**src/rtl/gba_sound_pkg.sv**
```systemverilog
// rtl/gba_sound_pkg.sv - shared types, constants and helpers for the GBA PSG channels
// Purpose: common definitions used by the square channels and, later, the noise channel.
// Contents: duty_t, env_dir_t, DUTY_HIGH_STEPS, LEN_MAX, FREQ_MAX, SWEEP_PERIOD_ZERO,
//           sweep_calc() (12-bit sweep target so overflow past 2047 stays visible).
package gba_sound_pkg;

  typedef enum logic [1:0] {
    DUTY_12 = 2'b00,
    DUTY_25 = 2'b01,
    DUTY_50 = 2'b10,
    DUTY_75 = 2'b11
  } duty_t;

  typedef enum logic {
    ENV_DOWN = 1'b0,
    ENV_UP   = 1'b1
  } env_dir_t;

  // Number of high steps out of 8 for each duty code; element [0] belongs to code 00.
  localparam logic [3:0][3:0] DUTY_HIGH_STEPS = {4'd6, 4'd4, 4'd2, 4'd1};

  localparam logic [6:0]  LEN_MAX           = 7'd64;
  localparam logic [10:0] FREQ_MAX          = 11'd2047;
  localparam logic [3:0]  SWEEP_PERIOD_ZERO = 4'd8;

  // New sweep frequency. Subtraction cannot underflow because (shadow >> shift) <= shadow.
  function automatic logic [11:0] sweep_calc(input logic [10:0] shadow,
                                             input logic        sub,
                                             input logic [2:0]  shift);
    logic [11:0] delta;
    delta = {1'b0, (shadow >> shift)};
    if (sub) begin
      sweep_calc = {1'b0, shadow} - delta;
    end else begin
      sweep_calc = {1'b0, shadow} + delta;
    end
  endfunction

endpackage

```
**src/rtl/square_envelope.sv**
```systemverilog
// rtl/square_envelope.sv - volume register with envelope timer, shared by square and noise channels
// Purpose: holds the 4-bit channel volume; loads it on trigger and steps it up or down
//          on every period-th envelope tick, saturating at 0 and 15.
// Ports:
//   clk_i       in   clock
//   reset_i     in   synchronous active-high reset
//   trigger_i   in   channel trigger; loads volume and envelope timer
//   tick_i      in   64 Hz envelope strobe
//   init_vol_i  in   4  initial volume loaded on trigger
//   dir_i       in   envelope direction
//   period_i    in   3  envelope period; 0 freezes the envelope
//   volume_o    out  4  current volume
module square_envelope
  import gba_sound_pkg::*;
(
  input  logic       clk_i,
  input  logic       reset_i,
  input  logic       trigger_i,
  input  logic       tick_i,
  input  logic [3:0] init_vol_i,
  input  env_dir_t   dir_i,
  input  logic [2:0] period_i,
  output logic [3:0] volume_o
);

  logic [3:0] volume_q, volume_d;
  logic [2:0] timer_q, timer_d;

  always_comb begin
    volume_d = volume_q;
    timer_d  = timer_q;
    if (trigger_i) begin
      volume_d = init_vol_i;
      timer_d  = period_i;
    end else if (tick_i && (period_i != 3'd0)) begin
      // A timer of 0 can be left over from a trigger with period 0; treat it as expiring now.
      if (timer_q <= 3'd1) begin
        timer_d = period_i;
        if ((dir_i == ENV_UP) && (volume_q != 4'hF)) begin
          volume_d = volume_q + 4'd1;
        end else if ((dir_i == ENV_DOWN) && (volume_q != 4'h0)) begin
          volume_d = volume_q - 4'd1;
        end
      end else begin
        timer_d = timer_q - 3'd1;
      end
    end
  end

  always_ff @(posedge clk_i) begin
    if (reset_i) begin
      volume_q <= 4'd0;
      timer_q  <= 3'd0;
    end else begin
      volume_q <= volume_d;
      timer_q  <= timer_d;
    end
  end

  assign volume_o = volume_q;

endmodule

```
**src/rtl/square_sweep.sv**
```systemverilog
// rtl/square_sweep.sv - frequency sweep unit of square channel 1
// Purpose: keeps the shadow frequency and sweep timer; on trigger and on sweep-period
//          expiry computes the next frequency and flags overflow past 2047.
// Ports:
//   clk_i        in   clock
//   reset_i      in   synchronous active-high reset
//   trigger_i    in   channel trigger
//   tick_i       in   128 Hz sweep strobe
//   period_i     in   3  sweep period (0 behaves as 8 for the timer, disables updates)
//   sub_i        in   1 = subtract
//   shift_i      in   3  sweep shift
//   freq_trig_i  in   11 frequency as it stands after this cycle's register writes
//   overflow_o   out  disable request (combinational, valid this cycle)
//   freq_wr_o    out  write freq_o into the channel frequency (combinational)
//   freq_o       out  11 swept frequency
module square_sweep
  import gba_sound_pkg::*;
(
  input  logic        clk_i,
  input  logic        reset_i,
  input  logic        trigger_i,
  input  logic        tick_i,
  input  logic [2:0]  period_i,
  input  logic        sub_i,
  input  logic [2:0]  shift_i,
  input  logic [10:0] freq_trig_i,
  output logic        overflow_o,
  output logic        freq_wr_o,
  output logic [10:0] freq_o
);

  logic [10:0] shadow_q, shadow_d;
  logic [3:0]  timer_q, timer_d;
  logic        en_q, en_d;
  logic [11:0] calc;
  logic [3:0]  reload;

  // On trigger the overflow check runs on the freshly loaded shadow value.
  assign calc   = sweep_calc(trigger_i ? freq_trig_i : shadow_q, sub_i, shift_i);
  assign reload = (period_i == 3'd0) ? SWEEP_PERIOD_ZERO : {1'b0, period_i};
  assign freq_o = calc[10:0];

  always_comb begin
    shadow_d   = shadow_q;
    timer_d    = timer_q;
    en_d       = en_q;
    overflow_o = 1'b0;
    freq_wr_o  = 1'b0;
    if (trigger_i) begin
      shadow_d = freq_trig_i;
      timer_d  = reload;
      en_d     = (period_i != 3'd0) || (shift_i != 3'd0);
      if ((shift_i != 3'd0) && (calc > {1'b0, FREQ_MAX})) begin
        overflow_o = 1'b1;
      end
    end else if (tick_i) begin
      if (timer_q <= 4'd1) begin
        timer_d = reload;
        if (en_q && (period_i != 3'd0)) begin
          if (calc > {1'b0, FREQ_MAX}) begin
            overflow_o = 1'b1;
          end else if (shift_i != 3'd0) begin
            shadow_d  = calc[10:0];
            freq_wr_o = 1'b1;
          end
        end
      end else begin
        timer_d = timer_q - 4'd1;
      end
    end
  end

  always_ff @(posedge clk_i) begin
    if (reset_i) begin
      shadow_q <= 11'd0;
      timer_q  <= 4'd0;
      en_q     <= 1'b0;
    end else begin
      shadow_q <= shadow_d;
      timer_q  <= timer_d;
      en_q     <= en_d;
    end
  end

endmodule

```
**src/rtl/square_channel.sv**
```systemverilog
// rtl/square_channel.sv - GBA PSG square channel (1 with sweep, 2 without)
// Purpose: duty-cycle square generator with length counter, volume envelope, optional
//          frequency sweep and trigger semantics; produces a signed volume-scaled sample.
// Ports:
//   system_clock  in   sole clock
//   reset         in   synchronous active-high reset
//   nrx0..nrx4    in   8  register levels (sweep, duty/length, envelope, freq lo, ctrl/freq hi)
//   nrx1_wr, nrx3_wr, nrx4_wr  in  1-cycle write strobes
//   len_tick, env_tick, sweep_tick  in  frame-sequencer strobes
//   wave          out  OUT_W signed sample (OUT_W >= 5)
//   enabled       out  channel active
//   freq_cur      out  11 current frequency
module square_channel
  import gba_sound_pkg::*;
#(
  parameter bit HAS_SWEEP = 1'b1,
  parameter int CLK_DIV   = 4,
  parameter int OUT_W     = 5
) (
  input  logic                    system_clock,
  input  logic                    reset,
  input  logic [7:0]              nrx0,
  input  logic [7:0]              nrx1,
  input  logic [7:0]              nrx2,
  input  logic [7:0]              nrx3,
  input  logic [7:0]              nrx4,
  input  logic                    nrx1_wr,
  input  logic                    nrx3_wr,
  input  logic                    nrx4_wr,
  input  logic                    len_tick,
  input  logic                    env_tick,
  input  logic                    sweep_tick,
  output logic signed [OUT_W-1:0] wave,
  output logic                    enabled,
  output logic [10:0]             freq_cur
);

  localparam int TW = 11 + $clog2(CLK_DIV);

  // Frequency timer period minus one, so the timer spends exactly the period at each step.
  function automatic logic [TW-1:0] period_of(input logic [10:0] f);
    period_of = TW'((32'd2048 - 32'(f)) * 32'(CLK_DIV) - 32'd1);
  endfunction

  logic                    trigger;
  logic                    dac_on;
  logic [10:0]             freq_trig;
  duty_t                   duty;
  logic [3:0]              volume;
  logic                    sweep_ovf;
  logic                    sweep_wr;
  logic [10:0]             sweep_freq;
  logic                    len_expire;
  logic                    high;
  logic [OUT_W-1:0]        mag;

  logic [10:0]             freq_q, freq_d;
  logic [TW-1:0]           timer_q, timer_d;
  logic [2:0]              duty_pos_q, duty_pos_d;
  logic [6:0]              len_q, len_d;
  logic                    en_q, en_d;
  logic signed [OUT_W-1:0] wave_q, wave_d;

  logic unused_nrx4;
  assign unused_nrx4 = ^nrx4[5:3];

  assign trigger   = nrx4_wr & nrx4[7];
  assign dac_on    = |nrx2[7:3];
  assign duty      = duty_t'(nrx1[7:6]);
  // Frequency including any byte written this cycle; a trigger uses it for reload and shadow.
  assign freq_trig = {nrx4_wr ? nrx4[2:0] : freq_q[10:8], nrx3_wr ? nrx3 : freq_q[7:0]};

  square_envelope u_env (
    .clk_i      (system_clock),
    .reset_i    (reset),
    .trigger_i  (trigger),
    .tick_i     (env_tick),
    .init_vol_i (nrx2[7:4]),
    .dir_i      (env_dir_t'(nrx2[3])),
    .period_i   (nrx2[2:0]),
    .volume_o   (volume)
  );

  generate
    if (HAS_SWEEP) begin : g_sweep
      logic unused_nrx0_msb;
      assign unused_nrx0_msb = nrx0[7];
      square_sweep u_sweep (
        .clk_i       (system_clock),
        .reset_i     (reset),
        .trigger_i   (trigger),
        .tick_i      (sweep_tick),
        .period_i    (nrx0[6:4]),
        .sub_i       (nrx0[3]),
        .shift_i     (nrx0[2:0]),
        .freq_trig_i (freq_trig),
        .overflow_o  (sweep_ovf),
        .freq_wr_o   (sweep_wr),
        .freq_o      (sweep_freq)
      );
    end else begin : g_no_sweep
      logic unused_sweep;
      assign unused_sweep = ^{nrx0, sweep_tick};
      assign sweep_ovf    = 1'b0;
      assign sweep_wr     = 1'b0;
      assign sweep_freq   = 11'd0;
    end
  endgenerate

  // Frequency register: CPU writes beat a sweep update landing in the same cycle.
  always_comb begin
    freq_d = freq_q;
    if (nrx3_wr || nrx4_wr) begin
      freq_d = freq_trig;
    end else if (sweep_wr) begin
      freq_d = sweep_freq;
    end
  end

  // Frequency timer and duty position.
  always_comb begin
    timer_d    = timer_q;
    duty_pos_d = duty_pos_q;
    if (trigger) begin
      timer_d    = period_of(freq_trig);
      duty_pos_d = 3'd0;
    end else if (timer_q == '0) begin
      timer_d    = period_of(freq_q);
      duty_pos_d = duty_pos_q + 3'd1;
    end else begin
      timer_d = timer_q - 1'b1;
    end
  end

  // Length counter: trigger, then write, then tick.
  always_comb begin
    len_d      = len_q;
    len_expire = 1'b0;
    if (trigger) begin
      if (len_q == 7'd0) begin
        len_d = LEN_MAX;
      end
    end else if (nrx1_wr) begin
      len_d = LEN_MAX - {1'b0, nrx1[5:0]};
    end else if (len_tick && nrx4[6] && (len_q != 7'd0)) begin
      len_d      = len_q - 7'd1;
      len_expire = (len_q == 7'd1);
    end
  end

  // Channel enable; the DAC check is last so it overrides everything.
  always_comb begin
    en_d = en_q;
    if (trigger) begin
      en_d = 1'b1;
    end
    if (len_expire || sweep_ovf) begin
      en_d = 1'b0;
    end
    if (!dac_on) begin
      en_d = 1'b0;
    end
  end

  // Output sample, registered from the current state so it trails it by one cycle.
  always_comb begin
    high = ({1'b0, duty_pos_q} < DUTY_HIGH_STEPS[duty]);
    mag  = {{(OUT_W-4){1'b0}}, volume};
    if (!en_q) begin
      wave_d = '0;
    end else if (high) begin
      wave_d = mag;
    end else begin
      wave_d = -mag;
    end
  end

  always_ff @(posedge system_clock) begin
    if (reset) begin
      freq_q     <= 11'd0;
      timer_q    <= '0;
      duty_pos_q <= 3'd0;
      len_q      <= 7'd0;
      en_q       <= 1'b0;
      wave_q     <= '0;
    end else begin
      freq_q     <= freq_d;
      timer_q    <= timer_d;
      duty_pos_q <= duty_pos_d;
      len_q      <= len_d;
      en_q       <= en_d;
      wave_q     <= wave_d;
    end
  end

  assign wave     = wave_q;
  assign enabled  = en_q;
  assign freq_cur = freq_q;

endmodule

```
**config.mk**
```make
export PLATFORM = sky130hd
export DESIGN_NAME = square_channel
export DESIGN_NICKNAME = d
export VERILOG_FILES = /design/src/rtl/gba_sound_pkg.sv /design/src/rtl/square_envelope.sv /design/src/rtl/square_sweep.sv /design/src/rtl/square_channel.sv
export SDC_FILE = /design/constraint.sdc
export NUM_CORES = 1
export LEC_CHECK = 0
export BUFFER_PORTS_ARGS = -buffer_cell sky130_fd_sc_hd__buf_2
export CORE_AREA = 2 2 124 126
export DETAILED_ROUTE_END_ITERATION = 6
export DIE_AREA = 0 0 126 128
export PLACE_DENSITY = 0.62
export SYNTH_ARGS = -nofsm -noshare
export SYNTH_HDL_FRONTEND = slang
export SYNTH_HIERARCHICAL = 1
export SYNTH_SLANG_ARGS = --single-unit
```
**constraint.sdc**
```tcl
create_clock -name system_clock -period 5.37 [get_ports system_clock]
set_clock_uncertainty 0.2 [all_clocks]
set_input_delay 0 -clock system_clock [delete_from_list [all_inputs] [get_ports system_clock]]
set_output_delay 0 -clock system_clock [all_outputs]
set_load 0.02 [all_outputs]
```
After elaboration in Yosys (flattened, before gate mapping)
Index checks and enable logic that the tools add are counted.
- magnitude comparators: 5
- reduce and logical (&&, ||, !) cells: 35
- equality and inequality tests: 4
- mux-type cells: 48
- $add $sub $neg: 15
- bitwise operators: 4
- shifts and indexed selects: 1
- operators with widths (operator ; number):
    two-way mux 11 bit ; 9
    two-way mux 4 bit ; 11
    two-way mux 7 bit ; 4
    two-way mux 13 bit ; 2
    subtractor 13 x 2 -> 13 bit (second input constant) ; 2
    subtractor 1 x 11 -> 11 bit (first input constant) ; 2
    two-way mux 1 bit ; 15
    nonzero test 3 bit ; 5
    nonzero test 2 bit ; 7
    zero test 13 bit ; 1
    subtractor 13 x 1 -> 13 bit (second input constant) ; 1
    adder 11 x 11 -> 12 bit ; 1
    greater-than comparator 12 x 11 -> 1 bit (second input constant) ; 1
    two-way mux 12 bit ; 1
    two-way mux 3 bit ; 4
    subtractor 11 x 11 -> 12 bit ; 1
    >> shifter 11 x 3 -> 11 bit ; 1
    binary-select mux 4 bit (select 2 bit) ; 1
    two-way mux 8 bit ; 1
    subtractor 4 x 1 -> 4 bit (second input constant) ; 2
    equality test 7 x 1 -> 1 bit (second input constant) ; 1
    logical AND 1 bit ; 7
    zero test 7 bit ; 1
    nonzero test 7 bit ; 1
    other kinds (24) ; 30
- bits in registers: 63
- word-level logic and storage cells: 124

Longest topological paths before layout
Gate-level depths: netlist of run 1.
- depth in word-level cells: 13
- depth in mapped cells: 26

Modules after synthesis
The synthesis of run 1 kept the hierarchy.
- by module, submodules not included (module ; cells each ; area each (sq um) ; sequential area each (sq um) ; instances):
    square_channel ; 433 ; 3482.1 ; 800.8 ; 1
    square_sweep ; 305 ; 2441.1 ; 320.3 ; 1
    square_envelope ; 67 ; 581.8 ; 140.1 ; 1

Least setup slack after synthesis of run 1
Ideal clock, no wire load.
- path type: reg2reg
- start point: register freq_q[8] (netlist: freq_cur[8])
- end point: register freq_q[10] (netlist: freq_cur[10])
- data arrival time: 4951 ps
- path slack: 81 ps
- cell stages (with the launch flop): 24
- period minus slack after synthesis: 5289 ps
- data required time: 5032 ps
- path through: dfxtp_1 clkbuf_1 mux2i_1 inv_1 mux2i_1 mux4_2 nand2_1 o21ai_0 ha_1 inv_1 mux2_2 ha_1 nor2b_1 o2111ai_1 a31o_2 a31oi_1 o41a_1 xor2_1 buf_4 nand2_1 nor2_1 clkbuf_1 mux2i_1 a211oi_1
- cells in the longest elaborated chain, start to end: 12
- elaborated cells on any way between the ends: 15
- classes of those cells: 2 x add/sub; 1 x order compare; 1 x shift; 10 x mux; 1 x reduce/logical
- ends and longest elaborated chain (item ; RTL line ; text):
    start: declaration ; square_channel.sv:57 ; logic [10:0] freq_q, freq_d;
    start signal: assignment ; square_channel.sv:187 ; freq_q <= freq_d;
    two-way mux 3 bit * ; square_channel.sv:71 ; assign freq_trig = {nrx4_wr ? nrx4[2:0] : freq_q[10:8], nrx3_wr ? nrx3 : freq_q[7:0]};
    named net freq_trig[8] ; square_channel.sv:47 ; logic [10:0] freq_trig;
    two-way mux 11 bit * ; square_sweep.sv:39 ; assign calc = sweep_calc(trigger_i ? freq_trig_i : shadow_q, sub_i, shift_i);
    >> shifter 11 x 3 -> 11 bit ; gba_sound_pkg.sv:31 ; delta = {1'b0, (shadow >> shift)};
    adder 11 x 11 -> 12 bit or subtractor 11 x 11 -> 12 bit (tied branches) ; gba_sound_pkg.sv:35, gba_sound_pkg.sv:33 ;
    two-way mux 12 bit * ; gba_sound_pkg.sv:32 ; if (sub) begin
    greater-than comparator 12 x 11 -> 1 bit * ; square_sweep.sv:60 ; if (calc > {1'b0, FREQ_MAX}) begin
    two-way mux 1 bit * ; square_sweep.sv:60 ;
    two-way mux 1 bit * ; square_sweep.sv:59 ; if (en_q && (period_i != 3'd0)) begin
    two-way mux 1 bit * ; square_sweep.sv:57 ; if (timer_q <= 4'd1) begin
    two-way mux 1 bit * ; square_sweep.sv:56 ; end else if (tick_i) begin
    two-way mux 1 bit * ; square_sweep.sv:49 ; if (trigger_i) begin
    named net sweep_wr ; square_channel.sv:51 ; logic sweep_wr;
    nonzero test 2 bit (no source line) * ; n/a ;
Mark *: on every way through the listed nets, which the timed path passes. The rest lies on a longest branch. The select of a mux whose other input is x is not followed.
A chain may end at the register's enable or synchronous reset.

Worst setup path after layout of run 1
- start point: register freq_q[4] (netlist: freq_cur[4])
- end point: register freq_q[7] (netlist: freq_cur[7])
- cells in the longest elaborated chain, start to end: 12
- elaborated cells on any way between the ends: 15
- classes of those cells: 2 x add/sub; 1 x order compare; 1 x shift; 10 x mux; 1 x reduce/logical
- ends and longest elaborated chain (item ; RTL line):
    two-way mux 8 bit * ; square_channel.sv:71
    named net freq_trig[4] ; square_channel.sv:47
    two-way mux 11 bit * ; square_sweep.sv:39
    >> shifter 11 x 3 -> 11 bit ; gba_sound_pkg.sv:31
    adder 11 x 11 -> 12 bit or subtractor 11 x 11 -> 12 bit (tied branches) ; gba_sound_pkg.sv:35, gba_sound_pkg.sv:33
    two-way mux 12 bit * ; gba_sound_pkg.sv:32
    greater-than comparator 12 x 11 -> 1 bit * ; square_sweep.sv:60
    two-way mux 1 bit * ; square_sweep.sv:60
    two-way mux 1 bit * ; square_sweep.sv:59
    two-way mux 1 bit * ; square_sweep.sv:57
    two-way mux 1 bit * ; square_sweep.sv:56
    two-way mux 1 bit * ; square_sweep.sv:49
    named net sweep_wr ; square_channel.sv:51
    nonzero test 2 bit (no source line) * ; n/a
Marked as above.

==> impl_results.md, run 1 <==
- Status: completed
- Relative slew margins: 0.552
- Vias: between 6000 and 7000
- WS Path Type: reg2reg
- Area after DPL: ~7000 um^2
- Post-DRT Antenna Nets: 0
- Netlist Area Pre-Place: 6500 um^2
- R2R Setup Slk: ~0.38 ns
- Vias per Instance: slightly below 6
- Routed len/inst: between 15 and 20 um
- CP Capture Type: flop
- Num rows: 45
- Starting Density: 0.438
- Synth Area in XOR/XNOR: 0.0914
- CORE AREA: ~15000 um^2
- Total GRT Usage: 0.222
- Hold Crit Class: in2reg
- Yosys cell types: a little under 100
- Net count after synthesis: ~900
- Power density over the cells: 294 nW/um^2
- CTS max path bufs: 2
- Yosys Warn Count: 6
- CTS H-tree lvls: 3
- Number of diodes: 0
- DRT iter0 DRCs: 589
- Largest family of logic cells by synthesized area: simple AND/OR/NAND/NOR gates
- Post-synth EDFFs: 0
- I/O Pins: 65
- # setup viols final: 0
- Gpl congestion: a little over 0.9
- Synth Flop Type: dfxtp_1
- Tcrit/Tclk final: 0.929
- DRC: 0
- Worst Tran Pin Value: 0.673 ns
- Final hold vios: 0
- Largest net degree at the start of global routing: 61
- Grt ovf: 0
- Worst Hold Launch: nrx4[7]
- Dpl hpwl: roughly 13000 um
- CTS tree: built
- Simple-Gate Fraction of Synth Area: 0.244
- Final setup TNS: 0 ns
- Layout cells sized above 1: 0.196
- Final #Nets: 958
- Syn avg cell area: ~8.1 um^2
- Worst Hold Depth: 5
- Multiplexer share of the synthesized area: 0.121
- Slew Limit Fails: 0
- Critical Path RT: 5.35 ns
- Port bufs: 60
- Total power: about 2200 uW
- Worst Path Max Fanout: 11
- Chip width: between 100 and 150 um
- Filler Cells Inserted: around 1500
- RR Endpoint: freq_cur[7]$_SDFFE_PP0P_
- Drt pass-1 iters: 5
- Fraction of registers with async set/reset: 0
- CP arrival: approximately 5 ns
- First-pass GRT wire length: slightly below 30000 um
- Reg2reg path depth: 21
- TritonCTS buffer count: 9
- Post-Synth Adder-Cell Area: 0.0619
- Register area share after synthesis: 0.194
- Final instance area: 7560 um^2
- Flip-flop and latch count after synthesis: 63
- Synth Instances: 805
- Die height: 128 um
- Reg clk slew, reported paths: ~0.050 ns
- Final period demand of the worst path: 4.99 ns
- Maximum clock rate: between 200 and 250 MHz
- Initial antenna violation count: 0
- Worst r2r src: freq_cur[4]$_SDFFE_PP0P_
- Max capacitance violation total: 0
- IR drop worst, VDD: 0.175 mV
- Leak pwr: roughly 0.0030 uW
- P&R area growth vs syn: 16.3%
- Routed wire length: approximately 18000 um
- CTS Sinks: 63
- Vias in the first global route: about 5600
- Crit start category: flop
- CTS root buf: clkbuf_16
- Clk_lat worst skew: 0.34 ns
- Die ar.: roughly 16000 um^2
- RSZ-0062 raised after global routing: no
- Synth Area in Compound Gates: 0.224
- Hold Path Sink: len_q[4]$_SDFFE_PP0P_
-- cells in the mapped netlist, types with 8 or more instances --
cell type / n / area, um^2
nor2b_1: 8 / 50.1
a211oi_1: 24 / 180
xor2_1: 25 / 219
or3_1: 9 / 56.3
clkbuf_1: 16 / 60.1
xnor2_1: 41 / 359
mux2_2: 18 / 203
nand3_1: 20 / 100
a311oi_1: 10 / 87.6
inv_1: 33 / 124
a31oi_1: 9 / 56.3
nand2b_1: 11 / 68.8
nor4_1: 9 / 56.3
o21ai_1: 8 / 40.0
buf_2: 11 / 55.1
nand2_1: 54 / 203
a21oi_1: 42 / 210
ha_1: 29 / 363
nor2_1: 98 / 368
mux2i_1: 32 / 320
nor3_1: 32 / 160
dfxtp_1: 63 / 1260
o21ai_0: 28 / 140
-- repair_timing --
item,in CTS,in global routing
gates resized for setup,0,3
setup buffers,0,0
hold buffers,22,0
hold endpoints to repair,18,0
setup endpoints to repair,0,10
-- layout by cell type, fill, tap and decap left out, types with 18 or more instances in the layout --
master	count
mux2_2	18
nand3_1	20
nor2_1	98
mux2i_1	31
buf_2	60
ha_1	29
o21ai_0	28
xor2_1	25
dlygate4sd3_1	22
nor3_1	32
dfxtp_1	63
nand2_1	54
a21oi_1	42
inv_1	33
a211oi_1	24
buf_4	26
xnor2_1	40
-- logic make-up after synthesis --
kind of cell | Yosys count
AND/OR/NAND/NOR | 298
XOR/XNOR | 67
AO/OA/AOI/OAI | 202
adder cells (fa/ha/maj) | 31
multiplexers | 63
buffers and inverters | 81
flip-flops | 63
-- report_power, final --
part / internal [uW] / total, uW / switching, uW
combinational: 383 / 902 / 519
sequential: 518 / 574 / 56.2
clock: 516 / 744 / 228
total: 1420 / 2220 / 803
-- metal layers --
layer | GRT usage | vias up | share of wire
met5 | 0 | - | 0
met4 | 0.0886 | 0 | 0.023
met3 | 0.0330 | 27 | 0.046
met2 | 0.356 | 156 | 0.46
met1 | 0.301 | 2994 | 0.47
li1 | - | 3123 | -
-- flip-flops by register name, summed over array words and instances (netlist names) --
register and flops:
enabled 1, u_env/timer_q 3, len_q 7, freq_cur 11
timer_q 13, duty_pos_q 3, u_env/volume_o 4, g_sweep.u_sweep/shadow_q 11
g_sweep.u_sweep/en_q 1, g_sweep.u_sweep/timer_q 4, wave 5
-- cell type report --
| type | count | area, um^2 | area share |
|---|---|---|---|
| clock buffer | 10 | 239 | 0.0316 |
| clock inverter | 6 | 138 | 0.0182 |
| inverter | 36 | 135 | 0.0179 |
| multi-input combinational | 661 | 4840 | 0.640 |
| sequential | 63 | 1260 | 0.167 |
| tap | 188 | 235 | 0.0311 |
| timing repair buffer | 108 | 716 | 0.0946 |
-- worst max-delay path, cell delays in order (launching register included) --
cell and delay, ns:
dfxtp_1 0.32, nor2b_1 0.16, a21o_1 0.28, mux2i_1 0.14, mux4_2 0.54, nand2_1 0.09, o21ai_0 0.12, ha_1 0.30
inv_1 0.03, mux2_2 0.29, ha_1 0.27, nor2b_1 0.14, o2111ai_1 0.22, a31o_2 0.20, a31oi_1 0.10, o41a_1 0.39
xor2_1 0.24, nand2_1 0.13, nor2_1 0.11, buf_4 0.23, mux2i_1 0.23, a211oi_1 0.10
-- stage by stage --
stage,util,cells,hold slack [ns],setup slack (ns)
floorplan,-,805,-0.0517,0.0811
global route,0.509,1072,0.0407,0.00502
global placement,0.468,1034,0.0912,0.244
CTS,0.508,1072,0.00797,0.248
detailed placement,0.468,1034,0.101,0.218
finish,0.509,1072,0.0125,0.380
-- worst max-delay path by stage --
stage | startpoint | endpoint | slack [ns] | cells after the start
after floorplan | freq_cur[8]$_SDFFE_PP0P_ | freq_cur[10]$_SDFFE_PP0P_ | 0.08 | 23
after global placement | nrx3_wr | g_sweep.u_sweep/shadow_q[6]$_SDFFE_PP0P_ | 0.24 | 18
after detailed placement | nrx3_wr | g_sweep.u_sweep/shadow_q[6]$_SDFFE_PP0P_ | 0.22 | 18
after CTS | freq_cur[9]$_SDFFE_PP0P_ | g_sweep.u_sweep/shadow_q[6]$_SDFFE_PP0P_ | 0.25 | 15
after global routing | freq_cur[1]$_SDFFE_PP0P_ | freq_cur[0]$_SDFFE_PP0P_ | 0.005 | 21
final | freq_cur[4]$_SDFFE_PP0P_ | freq_cur[7]$_SDFFE_PP0P_ | 0.38 | 21
Power figures use the tool's default switching activity.
==> inputs of run 2 (changes only) <==
Settings changed: CORE_AREA 2 2 124 126 to 2 2 147 106, DIE_AREA 0 0 126 128 to 0 0 149 108.
==> run 2 against run 1 <==
Final cell count rose by 0.65%. Sequential power barely moved. Critical endpoint is now freq_cur[10]$_SDFFE_PP0P_. Combinational power shrank 1%. Largest power group unchanged. Hold slack better by 0.017 ns. Design area fell by 0.28%. Maximum frequency fell by 1.3%.
==> impl_results.md, run 2 (same netlist as run 1, synthesis figures left out) <==
- Status: completed (unchanged)
- Num rows: 37 (was 45)
- Slew Limit Fails: 0 (unchanged)
- Crit start category: flop (unchanged)
- Starting Density: 0.447 (was 0.438)
- Clk pwr share: 0.306 (was 0.335)
- Final cell count without fillers: 1079 (was 1072)
- Critical Path RT: 5.35 ns (about the same)
- Commonest cells after routing, fill and taps aside: 98 x nor2_1, 63 x dfxtp_1, 60 x buf_2, 53 x nand2_1, 42 x a21oi_1 (was 98 x nor2_1, 63 x dfxtp_1, 60 x buf_2, 54 x nand2_1, 42 x a21oi_1)
- CTS max path bufs: 2 (unchanged)
- Internal Power: 1350 uW (was 1420 uW)
- Post-layout util: 0.519 (was 0.509)
- Top reg by flops: timer_q (unchanged)
- # setup viols final: 0 (unchanged)
- Total GRT Usage: 0.224 (was 0.222)
- Port bufs: 60 (unchanged)
- Worst Path Max Fanout: 11 (unchanged)
- Layout cells sized above 1: 0.196 (unchanged)
- Post-DRT Antenna Nets: 0 (unchanged)
- WHS: 0.0294 ns (was 0.0125 ns)
- Vias: 6221 (was 6300)
- Number of instances in the placed design: 1041 (was 1034)
- Vias per Instance: 5.77 (was 5.88)
- Post-CTS setup buffers: 0 (unchanged)
- CTS tree: built (unchanged)
- CP arrival: 5.03 ns (was 4.97 ns)
- R2R Setup Slk: 0.32 ns (was 0.38 ns)
- CTS Sinks: 63 (unchanged)
- Power share of the sequential group: 0.271 (was 0.259)
- Vias in the first global route: 5595 (was 5638)
- I/O Pins: 65 (unchanged)
- Leak pwr: 0.00299 uW (was 0.00300 uW)
- CTS root buf: clkbuf_16 (unchanged)
- Routed len/inst: 16.2 um (was 16.7 um)
- DRC: 0 (unchanged)
- Dpl hpwl: 13400 um (about the same)
- Drt pass-1 iters: 5 (unchanged)
- Grt ovf: 0 (unchanged)
- Final #Nets: 959 (was 958)
- TritonCTS buffer count: 9 (unchanged)
- Net switching power: 764 uW (was 803 uW)
- Gate power share: 0.423 (was 0.406)
- CTS H-tree lvls: 3 (unchanged)
- P&R area growth vs syn: 15.9% (was 16.3%)
- Final hold vios: 0 (unchanged)
- Max reg flops: 13 (unchanged)
- Routed wire length: 17500 um (was 17900 um)
- Switching Fraction: 0.362 (about the same)
- Die ar.: 16100 um^2 (about the same)
- Most common cell after layout, fill and taps aside: nor2_1 (unchanged)
- Relative slew margins: 0.543 (was 0.552)
- Initial antenna violation count: 0 (unchanged)
- First-pass GRT wire length: 29000 um (was 29100 um)
- Number of diodes: 0 (unchanged)
- Maximum clock rate: 198 MHz (was 200 MHz)
- CP Capture Type: flop (unchanged)
- Largest net degree at the start of global routing: 61 (unchanged)
- DRT iter0 DRCs: 487 (was 589)
- Gpl congestion: 0.873 (was 0.909)
- IR drop worst, VDD: 0.135 mV (was 0.175 mV)
- Die height: 108 um (was 128 um)
- Max capacitance violation total: 0 (unchanged)
- Tcrit/Tclk final: 0.941 (was 0.929)
- Chip width: 149 um (was 126 um)
- Clk_lat worst skew: 0.33 ns (was 0.34 ns)
- Final period demand of the worst path: 5.05 ns (was 4.99 ns)
- WS Path Type: reg2reg (unchanged)
- Worst Tran Pin Value: 0.685 ns (was 0.673 ns)
- Power density over the cells: 280 nW/um^2 (was 294 nW/um^2)
- Hold Crit Class: in2reg (unchanged)
- CORE AREA: 14500 um^2 (was 14900 um^2)
- Reg clk slew, reported paths: 0.05 ns (about the same)
==> run 2: power by group through the flow <==
stage	sequential, uW	clock [uW]	combinational [uW]
4_1_cts	572	662	883
5_1_grt	581	687	987
2_1_floorplan	581	0	657
3_3_place_gp	580	0	854
6_report	572	645	892
3_5_place_dp	581	0	856
==> run 2: final cells by class <==
class,instances,area (um^2)
fill,1439,6990
multi-input combinational,661,4840
clock buffer,12,267
tap,195,244
inverter,36,135
clock inverter,3,65.1
sequential,63,1260
timing repair buffer,109,729
==> run 2: timing repair <==
item / 4_1_cts / 5_1_grt
hold buffers: 23 / 0
gates resized for setup: 0 / 7
endpoints found under the setup margin: 0 / 22
hold endpoints to repair: 18 / 0
==> run 2: worst max-delay path, cell delays in order, from the launching register on <==
cell and delay (ns):
dfxtp_1 0.30, nor2b_1 0.14, a21o_1 0.26, mux2i_2 0.27, o22ai_1 0.14, a221o_1 0.31, o21ai_1 0.18, ha_1 0.19
nand2_1 0.12, nor2_1 0.16, nor2_1 0.07, xor2_1 0.15, ha_2 0.39, o2111ai_1 0.18, a31o_2 0.29, a31oi_1 0.25
o41a_1 0.25, xor2_1 0.23, nand2_2 0.14, nor2_1 0.16, buf_6 0.20, mux2i_1 0.22, a211oi_1 0.09
==> run 2: worst paths after layout <==
path,start,to,depth (start not counted)
max,freq_cur[4]$_SDFFE_PP0P_,freq_cur[10]$_SDFFE_PP0P_,22
min,nrx4[7],len_q[5]$_SDFFE_PP0P_,5
max reg2reg,freq_cur[4]$_SDFFE_PP0P_,freq_cur[10]$_SDFFE_PP0P_,22
min reg2reg,duty_pos_q[1]$_SDFFE_PP0P_,duty_pos_q[1]$_SDFFE_PP0P_,2
==> run 2: through the flow <==
stage | setup TNS [ns] | power (uW) | cell area, um^2 | setup WS [ns]
after floorplan | 0 | 1240 | 6500 | 0.0811
after global placement | 0 | 1430 | 6960 | 0.206
after detailed placement | 0 | 1440 | 6960 | 0.182
after CTS | 0 | 2120 | 7520 | 0.227
after global routing | -0.0501 | 2260 | 7540 | -0.0217
final | 0 | 2110 | 7540 | 0.316
==> run 2: routing by layer <==
| metal | track usage | wire length, um |
|---|---|---|
| met5 | 0 | 0 |
| met4 | 0.0374 | 120 |
| met3 | 0.0443 | 1170 |
| met2 | 0.311 | 6920 |
| met1 | 0.355 | 9300 |
